[src/rtl/vga_pattern_gen_if.sv]
// Pixel-stream bundle for vga_pattern_gen: the pattern select going in,
// the timing counters, syncs, blanking and RGB332 pixel coming out.
interface vga_pattern_gen_if #(
  parameter int unsigned CNT_W = 10
);
  logic [1:0]       mode;
  logic             hsync;
  logic             vsync;
  logic [CNT_W-1:0] hc;
  logic [CNT_W-1:0] vc;
  logic             vidon;
  logic [2:0]       red;
  logic [2:0]       green;
  logic [1:0]       blue;
  logic             frame_start;

  modport master (
    input  mode,
    output hsync, vsync, hc, vc, vidon, red, green, blue, frame_start
  );

  modport slave (
    output mode,
    input  hsync, vsync, hc, vc, vidon, red, green, blue, frame_start
  );
endinterface

[src/rtl/vga_pattern_gen.sv]
// VGA timing generator with four test patterns; all outputs are registered
// together with hc/vc so every output is a function of the hc/vc shown with it.
module vga_pattern_gen #(
  parameter int unsigned H_ACTIVE = 640,
  parameter int unsigned H_FP     = 16,
  parameter int unsigned H_SYNC   = 96,
  parameter int unsigned H_BP     = 48,
  parameter int unsigned V_ACTIVE = 480,
  parameter int unsigned V_FP     = 10,
  parameter int unsigned V_SYNC   = 2,
  parameter int unsigned V_BP     = 33,
  parameter int unsigned CLK_DIV  = 4,
  parameter bit          SYNC_POL = 1'b0,
  parameter int unsigned CNT_W    = 10
) (
  input logic               clk,
  input logic               clr,
  vga_pattern_gen_if.master vga
);

  localparam int unsigned H_TOTAL = H_ACTIVE + H_FP + H_SYNC + H_BP;
  localparam int unsigned V_TOTAL = V_ACTIVE + V_FP + V_SYNC + V_BP;
  localparam int unsigned DIV_W   = (CLK_DIV > 1) ? $clog2(CLK_DIV) : 1;

  localparam logic [DIV_W-1:0] DIV_LAST = DIV_W'(CLK_DIV - 1);
  localparam logic [CNT_W-1:0] H_LAST   = CNT_W'(H_TOTAL - 1);
  localparam logic [CNT_W-1:0] V_LAST   = CNT_W'(V_TOTAL - 1);
  localparam logic [CNT_W-1:0] H_ACT_C  = CNT_W'(H_ACTIVE);
  localparam logic [CNT_W-1:0] V_ACT_C  = CNT_W'(V_ACTIVE);
  localparam logic [CNT_W-1:0] HS_START = CNT_W'(H_ACTIVE + H_FP);
  localparam logic [CNT_W-1:0] HS_END   = CNT_W'(H_ACTIVE + H_FP + H_SYNC);
  localparam logic [CNT_W-1:0] VS_START = CNT_W'(V_ACTIVE + V_FP);
  localparam logic [CNT_W-1:0] VS_END   = CNT_W'(V_ACTIVE + V_FP + V_SYNC);
  localparam logic [CNT_W-1:0] BAR_LAST = CNT_W'(H_ACTIVE / 8 - 1);

  typedef enum logic [1:0] {
    MODE_STRIPES = 2'd0,
    MODE_BARS    = 2'd1,
    MODE_CHECKER = 2'd2,
    MODE_SCROLL  = 2'd3
  } mode_e;

  logic [DIV_W-1:0] div_q, div_d;
  logic [CNT_W-1:0] hc_q, hc_d, vc_q, vc_d, bar_px_q, bar_px_d;
  logic [2:0]       bar_q, bar_d;
  logic [7:0]       frame_cnt_q, frame_cnt_d;
  mode_e            mode_q, mode_d;
  logic             hsync_q, hsync_d, vsync_q, vsync_d, vidon_q, vidon_d;
  logic             frame_start_q, frame_start_d;
  logic [2:0]       red_q, red_d, green_q, green_d;
  logic [1:0]       blue_q, blue_d;
  logic             pe, hc_wrap, frame_wrap, stripe_bit;

  always_comb begin
    pe            = (div_q == DIV_LAST);
    div_d         = pe ? '0 : div_q + 1'b1;
    hc_wrap       = (hc_q == H_LAST);
    frame_wrap    = hc_wrap && (vc_q == V_LAST);
    hc_d          = hc_q;
    vc_d          = vc_q;
    bar_px_d      = bar_px_q;
    bar_d         = bar_q;
    frame_cnt_d   = frame_cnt_q;
    mode_d        = mode_q;
    hsync_d       = hsync_q;
    vsync_d       = vsync_q;
    vidon_d       = vidon_q;
    red_d         = red_q;
    green_d       = green_q;
    blue_d        = blue_q;
    frame_start_d = 1'b0;
    stripe_bit    = 1'b0;

    if (pe) begin
      hc_d = hc_wrap ? '0 : hc_q + 1'b1;
      if (hc_wrap) begin
        vc_d     = (vc_q == V_LAST) ? '0 : vc_q + 1'b1;
        bar_px_d = '0;
        bar_d    = '0;
      end else if (bar_px_q == BAR_LAST) begin
        bar_px_d = '0;
        if (bar_q != 3'd7) bar_d = bar_q + 1'b1;
      end else begin
        bar_px_d = bar_px_q + 1'b1;
      end

      // Mode and scroll offset latch here so the new frame's first pixel uses them.
      if (frame_wrap) begin
        frame_cnt_d   = frame_cnt_q + 1'b1;
        mode_d        = mode_e'(vga.mode);
        frame_start_d = 1'b1;
      end

      hsync_d = ((hc_d >= HS_START) && (hc_d < HS_END)) ? SYNC_POL : ~SYNC_POL;
      vsync_d = ((vc_d >= VS_START) && (vc_d < VS_END)) ? SYNC_POL : ~SYNC_POL;
      vidon_d = (hc_d < H_ACT_C) && (vc_d < V_ACT_C);

      // Only the low five bits of vc + frame_cnt decide bit 4 of the truncated sum.
      if (mode_d == MODE_SCROLL) stripe_bit = 5'(vc_d[4:0] + frame_cnt_d[4:0]) >= 5'd16;
      else                       stripe_bit = vc_d[4];

      red_d   = '0;
      green_d = '0;
      blue_d  = '0;
      if (vidon_d) begin
        case (mode_d)
          MODE_BARS: begin
            red_d   = {3{bar_d[2]}};
            green_d = {3{bar_d[1]}};
            blue_d  = {2{bar_d[0]}};
          end
          MODE_CHECKER: begin
            red_d   = {3{hc_d[5] ^ vc_d[5]}};
            green_d = {3{hc_d[5] ^ vc_d[5]}};
            blue_d  = {2{hc_d[5] ^ vc_d[5]}};
          end
          default: begin
            red_d   = {3{stripe_bit}};
            green_d = {3{~stripe_bit}};
          end
        endcase
      end
    end
  end

  always_ff @(posedge clk) begin
    if (clr) begin
      div_q         <= '0;
      hc_q          <= '0;
      vc_q          <= '0;
      bar_px_q      <= '0;
      bar_q         <= '0;
      frame_cnt_q   <= '0;
      mode_q        <= MODE_STRIPES;
      hsync_q       <= ~SYNC_POL;
      vsync_q       <= ~SYNC_POL;
      vidon_q       <= 1'b0;
      red_q         <= '0;
      green_q       <= '0;
      blue_q        <= '0;
      frame_start_q <= 1'b0;
    end else begin
      div_q         <= div_d;
      hc_q          <= hc_d;
      vc_q          <= vc_d;
      bar_px_q      <= bar_px_d;
      bar_q         <= bar_d;
      frame_cnt_q   <= frame_cnt_d;
      mode_q        <= mode_d;
      hsync_q       <= hsync_d;
      vsync_q       <= vsync_d;
      vidon_q       <= vidon_d;
      red_q         <= red_d;
      green_q       <= green_d;
      blue_q        <= blue_d;
      frame_start_q <= frame_start_d;
    end
  end

  assign vga.hc          = hc_q;
  assign vga.vc          = vc_q;
  assign vga.hsync       = hsync_q;
  assign vga.vsync       = vsync_q;
  assign vga.vidon       = vidon_q;
  assign vga.red         = red_q;
  assign vga.green       = green_q;
  assign vga.blue        = blue_q;
  assign vga.frame_start = frame_start_q;

endmodule

[src/flat_wrapper.sv]
// flat-port wrapper written by rule: the top's interface ports become plain ports
module vga_pattern_gen_flat 
#(
  parameter int unsigned H_ACTIVE = 640,
  parameter int unsigned H_FP     = 16,
  parameter int unsigned H_SYNC   = 96,
  parameter int unsigned H_BP     = 48,
  parameter int unsigned V_ACTIVE = 480,
  parameter int unsigned V_FP     = 10,
  parameter int unsigned V_SYNC   = 2,
  parameter int unsigned V_BP     = 33,
  parameter int unsigned CLK_DIV  = 4,
  parameter bit          SYNC_POL = 1'b0,
  parameter int unsigned CNT_W    = 10
)
  (clk, clr, vga_mode, vga_hsync, vga_vsync, vga_hc, vga_vc, vga_vidon, vga_red, vga_green, vga_blue, vga_frame_start);
  vga_pattern_gen_if #(.CNT_W(CNT_W)) vga_i ();
  input logic clk;
  input logic clr;
  input wire logic [$bits(vga_i.mode)-1:0] vga_mode;
  output wire logic [$bits(vga_i.hsync)-1:0] vga_hsync;
  output wire logic [$bits(vga_i.vsync)-1:0] vga_vsync;
  output wire logic [$bits(vga_i.hc)-1:0] vga_hc;
  output wire logic [$bits(vga_i.vc)-1:0] vga_vc;
  output wire logic [$bits(vga_i.vidon)-1:0] vga_vidon;
  output wire logic [$bits(vga_i.red)-1:0] vga_red;
  output wire logic [$bits(vga_i.green)-1:0] vga_green;
  output wire logic [$bits(vga_i.blue)-1:0] vga_blue;
  output wire logic [$bits(vga_i.frame_start)-1:0] vga_frame_start;
  assign vga_i.mode = vga_mode;
  assign vga_hsync = vga_i.hsync;
  assign vga_vsync = vga_i.vsync;
  assign vga_hc = vga_i.hc;
  assign vga_vc = vga_i.vc;
  assign vga_vidon = vga_i.vidon;
  assign vga_red = vga_i.red;
  assign vga_green = vga_i.green;
  assign vga_blue = vga_i.blue;
  assign vga_frame_start = vga_i.frame_start;
  vga_pattern_gen #(.H_ACTIVE(H_ACTIVE), .H_FP(H_FP), .H_SYNC(H_SYNC), .H_BP(H_BP), .V_ACTIVE(V_ACTIVE), .V_FP(V_FP), .V_SYNC(V_SYNC), .V_BP(V_BP), .CLK_DIV(CLK_DIV), .SYNC_POL(SYNC_POL), .CNT_W(CNT_W)) u_core (.clk(clk), .clr(clr), .vga(vga_i));
endmodule
[config.mk]
export PLATFORM = sky130hd
export DESIGN_NAME = vga_pattern_gen_flat
export DESIGN_NICKNAME = d
export VERILOG_FILES = /design/src/rtl/vga_pattern_gen_if.sv /design/src/rtl/vga_pattern_gen.sv /design/src/flat_wrapper.sv
export SDC_FILE = /design/constraint.sdc
export NUM_CORES = 1
export LEC_CHECK = 0
export ABC_AREA = 0
export CELL_PAD_IN_SITES_DETAIL_PLACEMENT = 1
export CELL_PAD_IN_SITES_GLOBAL_PLACEMENT = 2
export CORE_ASPECT_RATIO = 1.2
export CORE_MARGIN = 1.5
export CORE_UTILIZATION = 35
export CTS_BUF_LIST = sky130_fd_sc_hd__clkbuf_16
export DETAILED_ROUTE_END_ITERATION = 6
export PLACE_DENSITY_LB_ADDON = 0.08
export SETUP_SLACK_MARGIN = 0.02
export SYNTH_ARGS = -nofsm -noshare
export SYNTH_HDL_FRONTEND = slang
export SYNTH_SLANG_ARGS = --single-unit
[constraint.sdc]
create_clock -name clk -period 8.1 [get_ports clk]
set_clock_uncertainty 0.1 [all_clocks]
set_input_delay 0.81 -clock clk [delete_from_list [all_inputs] [get_ports clk]]
set_output_delay 0.81 -clock clk [all_outputs]
set_load 0.005 [all_outputs]
## After elaboration in Yosys (flattened, before gate mapping)

Index checks and enable logic that the tools add are counted.

| word-level totals | value |
|---|---|
| input port bits | 4 |
| output and inout bits | 32 |
| flip-flop bits (word level) | 57 |
| logic and storage cells | 72 |

| cells by class | value |
|---|---|
| reduce and logical (&&, ||, !) cells | 7 |
| $lt $le $gt $ge | 7 |
| equal/unequal tests | 9 |
| bitwise operators | 3 |
| add/subtract/negate cells | 7 |
| muxes and demuxes | 24 |

Operators by type and width:

| operator | number |
|---|---|
| $mux W10 | 6 |
| $add A10 B1 Y10 const B | 3 |
| $eq A10 B10 Y1 const B | 2 |
| $lt A10 B10 Y1 const B | 2 |
| $lt A10 B9 Y1 const B | 2 |
| $mux W8 | 2 |
| $mux W3 | 5 |
| $pmux W3 S2 | 2 |
| $eq A10 B7 Y1 const B | 1 |
| $ge A10 B10 Y1 const B | 1 |
| $ge A10 B9 Y1 const B | 1 |
| $add A8 B1 Y8 const B | 1 |
| $eq A2 B2 Y1 const B | 3 |
| $mux W2 | 3 |
| $add A5 B5 Y5 | 1 |
| $ge A5 B5 Y1 const B | 1 |
| $mux W1 | 5 |
| $logic_and A1 B1 Y1 | 4 |
| $pmux W2 S2 | 1 |
| $reduce_or A2 Y1 | 2 |
| $add A3 B1 Y3 const B | 1 |
| $ne A3 B3 Y1 const B | 1 |
| $add A2 B1 Y2 const B | 1 |
| $eq A2 B1 Y1 const B | 1 |
| 4 further kinds | 5 |

## Longest topological paths before layout

Gate-level depths: netlist (run 1).

| logic depth | value |
|---|---|
| depth after elaboration | 11 |
| gate-level depth with buffers | 15 |
| depth with buffers taken out | 14 |

## Worst setup path after synthesis (run 1)

No wires, ideal clock.

| timing path | value |
|---|---|
| path type | flip-flop to flip-flop |
| start point | reg u_core.hc_q[0], in the netlist u_core.vga.hc[0] |
| end point | reg u_core.green_q[1], in the netlist u_core.vga.green[1] |
| arrival | 3.592 ns |
| period minus slack after synthesis | 3.778 ns |
| required time | 7.914 ns |
| buffers on the path | 2 |
| setup time | 0.086 ns |
| setup slack | 4.322 ns |
| stages on the path, launching flop included | 16 |
| cell sequence | dfxtp_1 ha_1 and4_1 clkbuf_1 nand3_1 clkbuf_1 nor2_2 mux2_2 ha_1 nand3b_1 nor4_1 a211oi_1 o21ai_0 mux2i_4 nor2_1 a221oi_2 |

| on the way | value |
|---|---|
| word-level cells in the longest chain between the ends | 11 |
| elaborated cells on any way between the ends | 25 |
| classes of those cells | add/sub: 2; order compare: 3; eq/ne: 4; mux: 12; bitwise: 2; reduce/logical: 2 |

RTL lines:

| item | RTL line | RTL |
|---|---|---|
| from (decl) | vga_pattern_gen.sv:44 | `logic [CNT_W-1:0] hc_q, hc_d, vc_q, vc_d, bar_px_q, bar_px_d;` |
| from (signal assigned) | vga_pattern_gen.sv:129 | `hc_q <= '0;` |
| from (signal assigned) | vga_pattern_gen.sv:144 | `hc_q <= hc_d;` |
| $eq A10 B10 Y1 | vga_pattern_gen.sv:57 | `hc_wrap = (hc_q == H_LAST);` |
| $logic_and A1 B1 Y1 | vga_pattern_gen.sv:58 | `frame_wrap = hc_wrap && (vc_q == V_LAST);` |
| $mux W8 | vga_pattern_gen.sv:88 | `if (frame_wrap) begin` |
| $mux W8 | vga_pattern_gen.sv:74 | `if (pe) begin` |
| $add A5 B5 Y5 | vga_pattern_gen.sv:99 | `if (mode_d == MODE_SCROLL) stripe_bit = 5'(vc_d[4:0] + frame_cnt_d[4:0]) >= 5'd16;` |
| $ge A5 B5 Y1 | vga_pattern_gen.sv:99 |  |
| $mux W1 | vga_pattern_gen.sv:99 |  |
| $mux W1 | vga_pattern_gen.sv:74 |  |
| $not A1 Y1 | vga_pattern_gen.sv:119 | `green_d = {3{~stripe_bit}};` |
| $pmux W3 S2 | vga_pattern_gen.sv:106 | `case (mode_d)` |
| $mux W3 * | vga_pattern_gen.sv:105 | `if (vidon_d) begin` |
| to (signal assigned) | vga_pattern_gen.sv:154 | `green_q <= green_d;` |
| to (decl) | vga_pattern_gen.sv:50 | `logic [2:0] red_q, red_d, green_q, green_d;` |

Mark *: on every way between the ends. The rest lies on a longest branch, timed or not. The select of a mux whose other input is x is not followed.
A chain may end at the register's enable or synchronous reset.

## Final worst setup path (run 1)

| timing path | value |
|---|---|
| start point | reg u_core.hc_q[0], in the netlist u_core.vga.hc[0] |
| end point | reg u_core.red_q[1], in the netlist u_core.vga.red[1] |

| on the way | value |
|---|---|
| word-level cells in the longest chain between the ends | 10 |
| elaborated cells on any way between the ends | 24 |
| classes of those cells | add/sub: 2; order compare: 3; eq/ne: 4; mux: 12; bitwise: 1; reduce/logical: 2 |

RTL lines:

| item | RTL line | RTL |
|---|---|---|
| $eq A10 B10 Y1 | vga_pattern_gen.sv:57 |  |
| $logic_and A1 B1 Y1 | vga_pattern_gen.sv:58 |  |
| $mux W8 | vga_pattern_gen.sv:88 |  |
| $mux W8 | vga_pattern_gen.sv:74 |  |
| $add A5 B5 Y5 | vga_pattern_gen.sv:99 |  |
| $ge A5 B5 Y1 | vga_pattern_gen.sv:99 |  |
| $mux W1 | vga_pattern_gen.sv:99 |  |
| $mux W1 | vga_pattern_gen.sv:74 |  |
| $pmux W3 S2 | vga_pattern_gen.sv:106 |  |
| $mux W3 * | vga_pattern_gen.sv:105 |  |
| to (signal assigned) | vga_pattern_gen.sv:153 | `red_q <= red_d;` |
| to (decl) | vga_pattern_gen.sv:50 |  |

Marks and branches as above.

==> reports/metrics.yaml, run 1 <==
seq_area_frac_synth_pct: 32.9
rr_worst_depth: 13
async_reset_ff_share_pct: 0
arrival_ps: 4570
hold_violations: 0
cts_sinks: 49
postCtsHoldBufs: 0
grt_pass1_wl_um: 14300
hold_end: "u_core.div_q[0]$_SDFF_PP0_"
synth.net_count: 399
die_h_um: 104
port_buffers: 35
crit-reg2reg-launch: "u_core.vga.hc[0]$_SDFFE_PP0P_"
clk_path_buf_depth: 2
setup_viol: 0
worst_slew_pin_slew_ps: 644
first_pass_iters: 4
leakage_nw: 1.20
grt_overflow: 0
cts_made_buffers: 5
timing.final.ws_setup_ps: 3640
viasPerCell: 5.36
outcome: "finished clean"
fmax_mhz: 224
drt_iter0_markers: 130
synth_edf_count: 0
ys_dominant_reg_cell: "dfxtp_1"
die_w_um: 87.3
antenna_found_initial: 0
n_antenna_cell: 0
critPathLaunchType: "flop"
ir_drop_mv: 0.0876
crit_type: "flop to flop"
path_clk_slew_ps: 70
hp-class: "flop to flop"
yosys_register_bits: 49
cts_tree: "done"
io_pins: 36
layout-drive-gt1-share_pct: 6.22
fin_nets: 419
drtAntennaViolNets: 0
holdPathStages: 1
cts.htree.levels: 2
endpoint_kind: "flop"
cts_root_buf: "clkbuf_16"
syn_to_final_growth_pct: 19.2
ff2ff_setup_slack_ps: 3640
dp_slack_ps: 3610
wl_um: 8600
grt_max_degree: 35
final_cell_area_um2: 3560
place_congestion: 0.825
synth_area_per_cell_um2: 7.84
grt_use_total_pct: 19.6
nFillCells: 999
power_w: 0.000542
cts_setup_buffers: 0
synth_warnings: 0
fin_crit_sh_pct: 55.1
vias: 2767
tns_ps: 0
hp-start: "u_core.div_q[0]$_SDFF_PP0_"
power_density_nw_per_um2: 152
relSlewSlack_pct: 56.8
critPathRequiredTime_ps: 8210
dpl.hpwl_um: 6280
dpl-instance-area_um2: 3390
rows: 36
wire_per_inst_um: 16.7
core_area_um2: 8200
die_area_um2: 9100
drv_cap: 0
drv_slew: 0
grt_setup_unrepaired: "false"
synthCells: 381
initial_utilization_pct: 36.4
first_global_vias: 2709
synthDistinctLibCells: 53
cts_resized: 0
period_needed_ps: 4460
synth_area_um2: 2990
drc: 0
clk_latency_ps: 290
r2r_end: "u_core.vga.red[1]$_SDFFE_PP0P_"
path_max_fanout: 11
metrics by stage:
step | utilization [%] | instances | hold WS, ps
floorplan | - | 381 | 297
global placement | 41.4 | 508 | 306
detailed placement | 41.4 | 508 | 327
CTS | 43.4 | 516 | 337
global route | 43.4 | 516 | 384
finish | 43.4 | 516 | 331
registers in the layout, summed over array words and instances (netlist names):
| register | cells |
|---|---|
| u_core.bar_px_q | 10 |
| u_core.bar_q | 3 |
| u_core.div_q | 2 |
| u_core.frame_cnt_q | 5 |
| u_core.mode_q | 2 |
| u_core.vga.blue | 1 |
| u_core.vga.frame_start | 1 |
| u_core.vga.green | 1 |
| u_core.vga.hc | 10 |
| u_core.vga.hsync | 1 |
| u_core.vga.red | 1 |
| u_core.vga.vc | 10 |
| u_core.vga.vidon | 1 |
| u_core.vga.vsync | 1 |
power breakdown:
part           leakage, nW  total [W]  internal (W)  switching, W
registers            0.396   0.000252      0.000246    0.00000617
clock network       0.0775   0.000243      0.000145     0.0000984
logic                0.730  0.0000467     0.0000195     0.0000272
total                 1.20   0.000542      0.000410      0.000132
cells in the mapped netlist (all sizes together), types with 7 or more instances:
cell / count / area (um^2)
o21ai: 29 / 145
mux2i: 8 / 92.6
clkbuf: 19 / 71.3
nand4: 10 / 62.6
inv: 10 / 37.5
or3: 8 / 50.1
nand3: 18 / 90.1
a21oi: 16 / 80.1
nor2: 48 / 183
xor2: 10 / 87.6
nand2: 42 / 158
xnor2: 11 / 96.3
ha: 14 / 175
a211oi: 8 / 60.1
dfxtp: 49 / 981
buf: 7 / 46.3
and3: 9 / 56.3
nor3: 11 / 65.1
area by class of cell:
type | count | area [um^2] | share of cell area, %
multi-input combinational | 296 | 1850 | 52.0
timing repair buffer | 39 | 380 | 10.7
clock inverter | 3 | 41.3 | 1.16
clock buffer | 5 | 125 | 3.52
sequential | 49 | 981 | 27.6
inverter | 10 | 37.5 | 1.06
tap | 114 | 143 | 4.01
metal layers:
metal | track usage [%] | share of wire [%] | vias up
li1 | - | - | 1381
met1 | 25.1 | 47 | 1349
met3 | 3.49 | 2.6 | 10
met2 | 33.6 | 49 | 27
met4 | 4.65 | 1.2 | 0
met5 | 0 | 0 | -
cells in the final DEF, fill, tap and decap left out, types with 4 or more instances in the layout:
master,count
a211oi_1,8
nor2_1,47
dfxtp_1,49
ha_1,14
and3_1,9
inv_1,10
and4_1,4
clkdlybuf4s50_1,35
mux2i_1,7
nand4_1,10
nand3_1,18
nor4_1,6
or3_1,8
xnor2_1,11
nand2_1,42
buf_4,4
clkbuf_16,5
nor3_1,9
o21ai_0,29
a21oi_1,16
o211ai_1,4
nand2b_1,6
xor2_1,10
how the worst max path moves through the flow:
stage                                        from                                to  slack [ps]  cells after the start
finish              u_core.vga.hc[0]$_SDFFE_PP0P_    u_core.vga.red[1]$_SDFFE_PP0P_        3640                     13
global route        u_core.vga.hc[0]$_SDFFE_PP0P_  u_core.vga.green[1]$_SDFFE_PP0P_        3360                     13
CTS                 u_core.vga.hc[0]$_SDFFE_PP0P_    u_core.vga.red[1]$_SDFFE_PP0P_        3620                     13
detailed placement  u_core.vga.hc[0]$_SDFFE_PP0P_    u_core.vga.red[1]$_SDFFE_PP0P_        3610                     13
global placement    u_core.vga.hc[0]$_SDFFE_PP0P_  u_core.vga.green[1]$_SDFFE_PP0P_        3860                     13
floorplan           u_core.vga.hc[0]$_SDFFE_PP0P_  u_core.vga.green[1]$_SDFFE_PP0P_        4320                     15
worst max-delay path: stages (launching register included):
cell and delay [ps]:
dfxtp_1 440, ha_1 270, and4_1 380, nand3_1 450, nor2_2 550, mux2_2 400
ha_1 300, nand3b_1 80, nor4_1 190, a211oi_1 110, o21ai_0 450, mux2i_4 390
nor3_2 80, a221oi_2 180
kinds of logic after synthesis:
group	share of synthesized area (%)
buffers and inverters	5.20
multiplexers	3.86
AO/OA/AOI/OAI	15.7
AND/OR/NAND/NOR	30.4
adder cells (fa/ha/maj)	5.87
XOR/XNOR	6.16
flip-flops	32.9
Note: power is estimated with default switching activity, not from simulation.
==> inputs of run 2 (changes only) <==
- CORE_UTILIZATION: 35 -> 33
- clock period: 8.1 -> 4.6 ns (I/O delays scaled with it)
==> run 2 against run 1 <==
  * Via count down 0.54%
  * Critical path depth up 1
  * Global-route usage down 1.1 points
  * Combinational power up 74%
  * Register-to-register slack worse by 2900 ps
  * Hold slack better by 10 ps
  * Final cell count up 1.2%
  * Sequential cell count unchanged
  * Power up 69%
  * Core utilization down 2.4 points
  * Non-clock buffer count up 3
  * Sequential power up 76%
  * Critical path type unchanged
==> reports/metrics.yaml, run 2 (same netlist as run 1, synthesis figures left out) <==
grt_max_degree: 35
vias: 2752
power_frac_comb_pct: 8.9
period_needed_ps: 3860
cts.htree.levels: 2
place_inst: 514
cts_setup_buffers: 0
leakage_nw: 1.21
ff2ff_setup_slack_ps: 740
internal-power_w: 0.000674
gr-usage-met3_pct: 2.27
viasPerCell: 5.27
pwr-share-clk_pct: 42.8
die_w_um: 89.8
met2_usage_pct: 34.5
antenna_found_initial: 0
die_area_um2: 9630
arrival_ps: 3960
n_antenna_cell: 0
cts_tree: "done"
grt_pass1_wl_um: 14300
cts_made_buffers: 5
path_clk_slew_ps: 80
ir_drop_mv: 0.142
drc: 0
setup_viol: 0
sw_frac_of_total_pct: 26.6
crit_type: "flop to flop"
relSlewSlack_pct: 51.8
hold_violations: 0
drt_iter0_markers: 61
path_max_fanout: 9
rr_worst_depth: 14
rows: 37
cp_slowest_stage_delay_ps: 640
nFillCells: 1121
r2r_end: "u_core.vga.green[1]$_SDFFE_PP0P_"
stdcell_count: 522
crit-reg2reg-launch: "u_core.vga.vc[0]$_SDFFE_PP0P_"
grt_overflow: 0
fin_nets: 422
critPathLaunchType: "flop"
power_density_nw_per_um2: 257
busiest_layer: "met2"
critPathRequiredTime_ps: 4710
slowest_stage: "or4_1"
cts_root_buf: "clkbuf_16"
core_area_um2: 8700
endpoint_kind: "flop"
hp-class: "flop to flop"
fmax_mhz: 259
globalRouteMet1Util_pct: 22.5
port_buffers: 35
drv_cap: 0
initial_utilization_pct: 34.3
grt_use_total_pct: 18.5
first_global_vias: 2825
wl_um: 8570
wire_per_inst_um: 16.4
final_common_cell: "dfxtp_1"
crit_top_cell: "ha_1"
holdPathStages: 1
layout-drive-gt1-share_pct: 7.16
syn_to_final_growth_pct: 19.5
cts_resized: 0
io_pins: 36
seqPwrFrac_pct: 48.4
die_h_um: 107
switchingPower_w: 0.000244
layout_common_cells: "dfxtp_1, nor2_1, nand2_1"
postCtsHoldBufs: 0
first_pass_iters: 4
grt_setup_unrepaired: "false"
place_congestion: 0.841
tns_ps: 0
clk_latency_ps: 290
crit_chain: "inv_1 -> ha_1 -> nand4_1 -> or4_1 -> nor2_2 -> mux2_2 -> ha_1 -> nand3b_1 -> nor4_1 -> a211oi_1 -> o21ai_0 -> mux2i_4 -> nor2_1 -> a221oi_2"
drtAntennaViolNets: 0
cts_sinks: 49
outcome: "finished clean"
clk_path_buf_depth: 2
hp-start: "u_core.div_q[0]$_SDFF_PP0_"
dpl.hpwl_um: 6350
worst_slew_pin_slew_ps: 719
fin_crit_sh_pct: 83.8
drv_slew: 0
hold_end: "u_core.div_q[0]$_SDFF_PP0_"
run 2: power groups by stage:
stage | Combinational (W) | Clock (W) | Sequential [W]
finish | 0.0000813 | 0.000392 | 0.000444
floorplan | 0.0000536 | 0 | 0.000450
global placement | 0.0000812 | 0 | 0.000453
detailed placement | 0.0000828 | 0 | 0.000454
global route | 0.0000925 | 0.000417 | 0.000445
CTS | 0.0000832 | 0.000405 | 0.000444
run 2: per-layer routing:
layer	wire length (um)	up-vias	part of all wire [%]
li1	-	1390	-
met1	4120	1330	48
met2	4210	26	49
met3	158	6	1.8
met4	82	0	0.96
met5	0	-	0
run 2: layout make-up:
cell class                      count  area, um^2  share of cell area [%]
Clock inverter                      3        25.0                   0.702
Clock buffer                        5         125                    3.51
Tap cell                          117         146                    4.10
Inverter                           10        37.5                    1.05
Multi-Input combinational cell    296        1850                    51.8
Timing Repair Buffer               42         403                    11.3
Sequential cell                    49         981                    27.5
run 2: worst max-delay path: cells and delay by family (launching register included):
kind	cells	cell delay, ps
buf+inv	1	100
compound gates	3	680
fa+ha+maj	2	430
flops	1	400
simple gates	6	1290
mux	2	760
run 2: worst max path at each step:
stage | startpoint | to | slack [ps]
after floorplan | u_core.vga.hc[0]$_SDFFE_PP0P_ | u_core.vga.green[1]$_SDFFE_PP0P_ | 820
after global placement | u_core.vga.vc[5]$_SDFFE_PP0P_ | u_core.vga.green[1]$_SDFFE_PP0P_ | 880
after detailed placement | u_core.vga.vc[0]$_SDFFE_PP0P_ | u_core.vga.green[1]$_SDFFE_PP0P_ | 800
after CTS | u_core.vga.vc[0]$_SDFFE_PP0P_ | u_core.vga.green[1]$_SDFFE_PP0P_ | 760
after global routing | u_core.vga.vc[0]$_SDFFE_PP0P_ | u_core.vga.green[1]$_SDFFE_PP0P_ | 480
final | u_core.vga.vc[0]$_SDFFE_PP0P_ | u_core.vga.green[1]$_SDFFE_PP0P_ | 740
run 2: stage by stage:
| step | utilization (%) | power, W | hold slack, ps | setup WS (ps) | cell area (um^2) |
|---|---|---|---|---|---|
| 3_3_place_gp | 39.3 | 0.000535 | 318 | 884 | 3420 |
| 3_5_place_dp | 39.3 | 0.000537 | 333 | 800 | 3420 |
| 2_1_floorplan | - | 0.000504 | 297 | 822 | 2990 |
| 4_1_cts | 41.0 | 0.000932 | 345 | 760 | 3570 |
| 6_report | 41.0 | 0.000917 | 341 | 744 | 3570 |
| 5_1_grt | 41.0 | 0.000955 | 363 | 482 | 3570 |
==> inputs of run 3 (changes only) <==
- clock period: 4.6 -> 3.72 ns (I/O delays scaled with it)
==> run 3 against run 2 <==
  * Non-clock buffer count rose by 17
  * Register-to-register slack lost 420 ps
  * Via count is 3.5% higher
  * Sequential share of layout area decreased by 1.4 points
  * Combinational power grew 39%
  * Critical path depth fell by 1
==> reports/metrics.yaml, run 3 (same netlist as run 1, synthesis figures left out) <==
outcome: "finished clean"
die_w_um: 89.8
cts_root_buf: "clkbuf_16"
layout_common_cells: "dfxtp_1, nor2_1, nand2_1"
cp_slowest_stage_delay_ps: 500
initial_utilization_pct: 34.3
tns_ps: 0
die_area_um2: 9630
viasPerCell: 5.28
wl_um: 9330
nFillCells: 1079
cts_made_buffers: 5
arrival_ps: 3500
fin_crit_sh_pct: 91.3
vias: 2848
final_common_cell: "dfxtp_1"
power_density_nw_per_um2: 334
first_global_vias: 2989
worst_slew_pin_slew_ps: 646
drc: 0
grt_setup_unrepaired: "false"
first_pass_iters: 4
crit_type: "flop to flop"
ir_drop_mv: 0.189
critPathLaunchType: "flop"
layout-drive-gt1-share_pct: 11.8
hold_violations: 0
grt_max_degree: 34
fin_nets: 439
n_antenna_cell: 0
cts_tree: "done"
drv_slew: 0
core_area_um2: 8700
drtAntennaViolNets: 0
drt_iter0_markers: 135
rows: 37
cts.htree.levels: 2
cts_sinks: 49
die_h_um: 107
syn_to_final_growth_pct: 25.9
relSlewSlack_pct: 56.7
drv_cap: 0
path_max_fanout: 6
crit_chain: "or3_1 -> or4_4 -> nor2_4 -> mux2_2 -> ha_1 -> nand3b_1 -> nor4_2 -> a211oi_1 -> o21ai_1 -> buf_4 -> mux2i_4 -> nor2_1 -> a221oi_2"
clk_path_buf_depth: 2
fmax_mhz: 294
dpl.hpwl_um: 6730
slowest_stage: "or4_4"
port_buffers: 35
leakage_nw: 1.33
critPathRequiredTime_ps: 3830
wire_per_inst_um: 17.3
grt_use_total_pct: 20.3
antenna_found_initial: 0
grt_overflow: 0
grt_pass1_wl_um: 15600
fin_util_pct: 43.2
endpoint_kind: "flop"
io_pins: 36
hp-class: "flop to flop"
place_congestion: 0.814
clk_latency_ps: 290
setup_viol: 0
period_needed_ps: 3400
path_clk_slew_ps: 70
==> run 3: area by class of cell <==
| class | instances | area (um^2) | area share, % |
|---|---|---|---|
| clock buffers | 5 | 125 | 3.33 |
| clock inverters | 3 | 65.1 | 1.73 |
| inverters | 10 | 37.5 | 0.998 |
| multi-input cells | 296 | 1870 | 49.9 |
| flip-flops and latches | 49 | 981 | 26.1 |
| well taps | 117 | 146 | 3.89 |
| repair buffers | 59 | 531 | 14.1 |
==> run 3: layer usage <==
metal / GRT usage, % / vias to the layer above / share of wire (%)
met2: 36.2 / 34 / 50
met5: 0 / - / 0
met1: 25.7 / 1391 / 47
met3: 2.84 / 8 / 1.7
li1: - / 1415 / -
met4: 5.22 / 0 / 1.2
==> run 3: worst paths after layout <==
path	startpoint	to	slack, ps	depth (start not counted)
setup reg to reg	u_core.vga.vc[5]$_SDFFE_PP0P_	u_core.vga.green[1]$_SDFFE_PP0P_	320	13
hold / removal	u_core.div_q[0]$_SDFF_PP0_	u_core.div_q[0]$_SDFF_PP0_	340	1
setup / recovery	u_core.vga.vc[5]$_SDFFE_PP0P_	u_core.vga.green[1]$_SDFFE_PP0P_	320	13
hold reg to reg	u_core.div_q[0]$_SDFF_PP0_	u_core.div_q[0]$_SDFF_PP0_	340	1
==> run 3: metrics by stage <==
stage / hold slack, ps / cell area (um^2) / setup WS (ps) / total power [W] / cells
floorplan: 297 / 2990 / 22.6 / 0.000623 / 381
global placement: 307 / 3540 / 219 / 0.000666 / 530
detailed placement: 327 / 3540 / 99.5 / 0.000669 / 530
CTS: 337 / 3730 / 84.1 / 0.00127 / 538
global route: 381 / 3760 / 69.2 / 0.00131 / 539
finish: 338 / 3760 / 324 / 0.00125 / 539
==> run 3: critical path: cells and delay by family, from the launching register on <==
family	cells	cell delay, ps
buffers and inverters	1	150
DFF	1	310
and+or+nand+nor	6	1350
muxes	2	660
adders and majority gates	1	290
AOI/OAI and AO/OA	3	440
==> run 3: timing repair <==
action,CTS,global route
resized for setup,0,5
hold buffers,0,0
setup buffers,0,1
endpoints found under the setup margin,0,2
==> run 3: power breakdown <==
| group | internal [W] | switching [W] |
|---|---|---|
| Sequential | 0.000536 | 0.0000110 |
| Combinational | 0.0000470 | 0.0000655 |
| Clock | 0.000384 | 0.000211 |
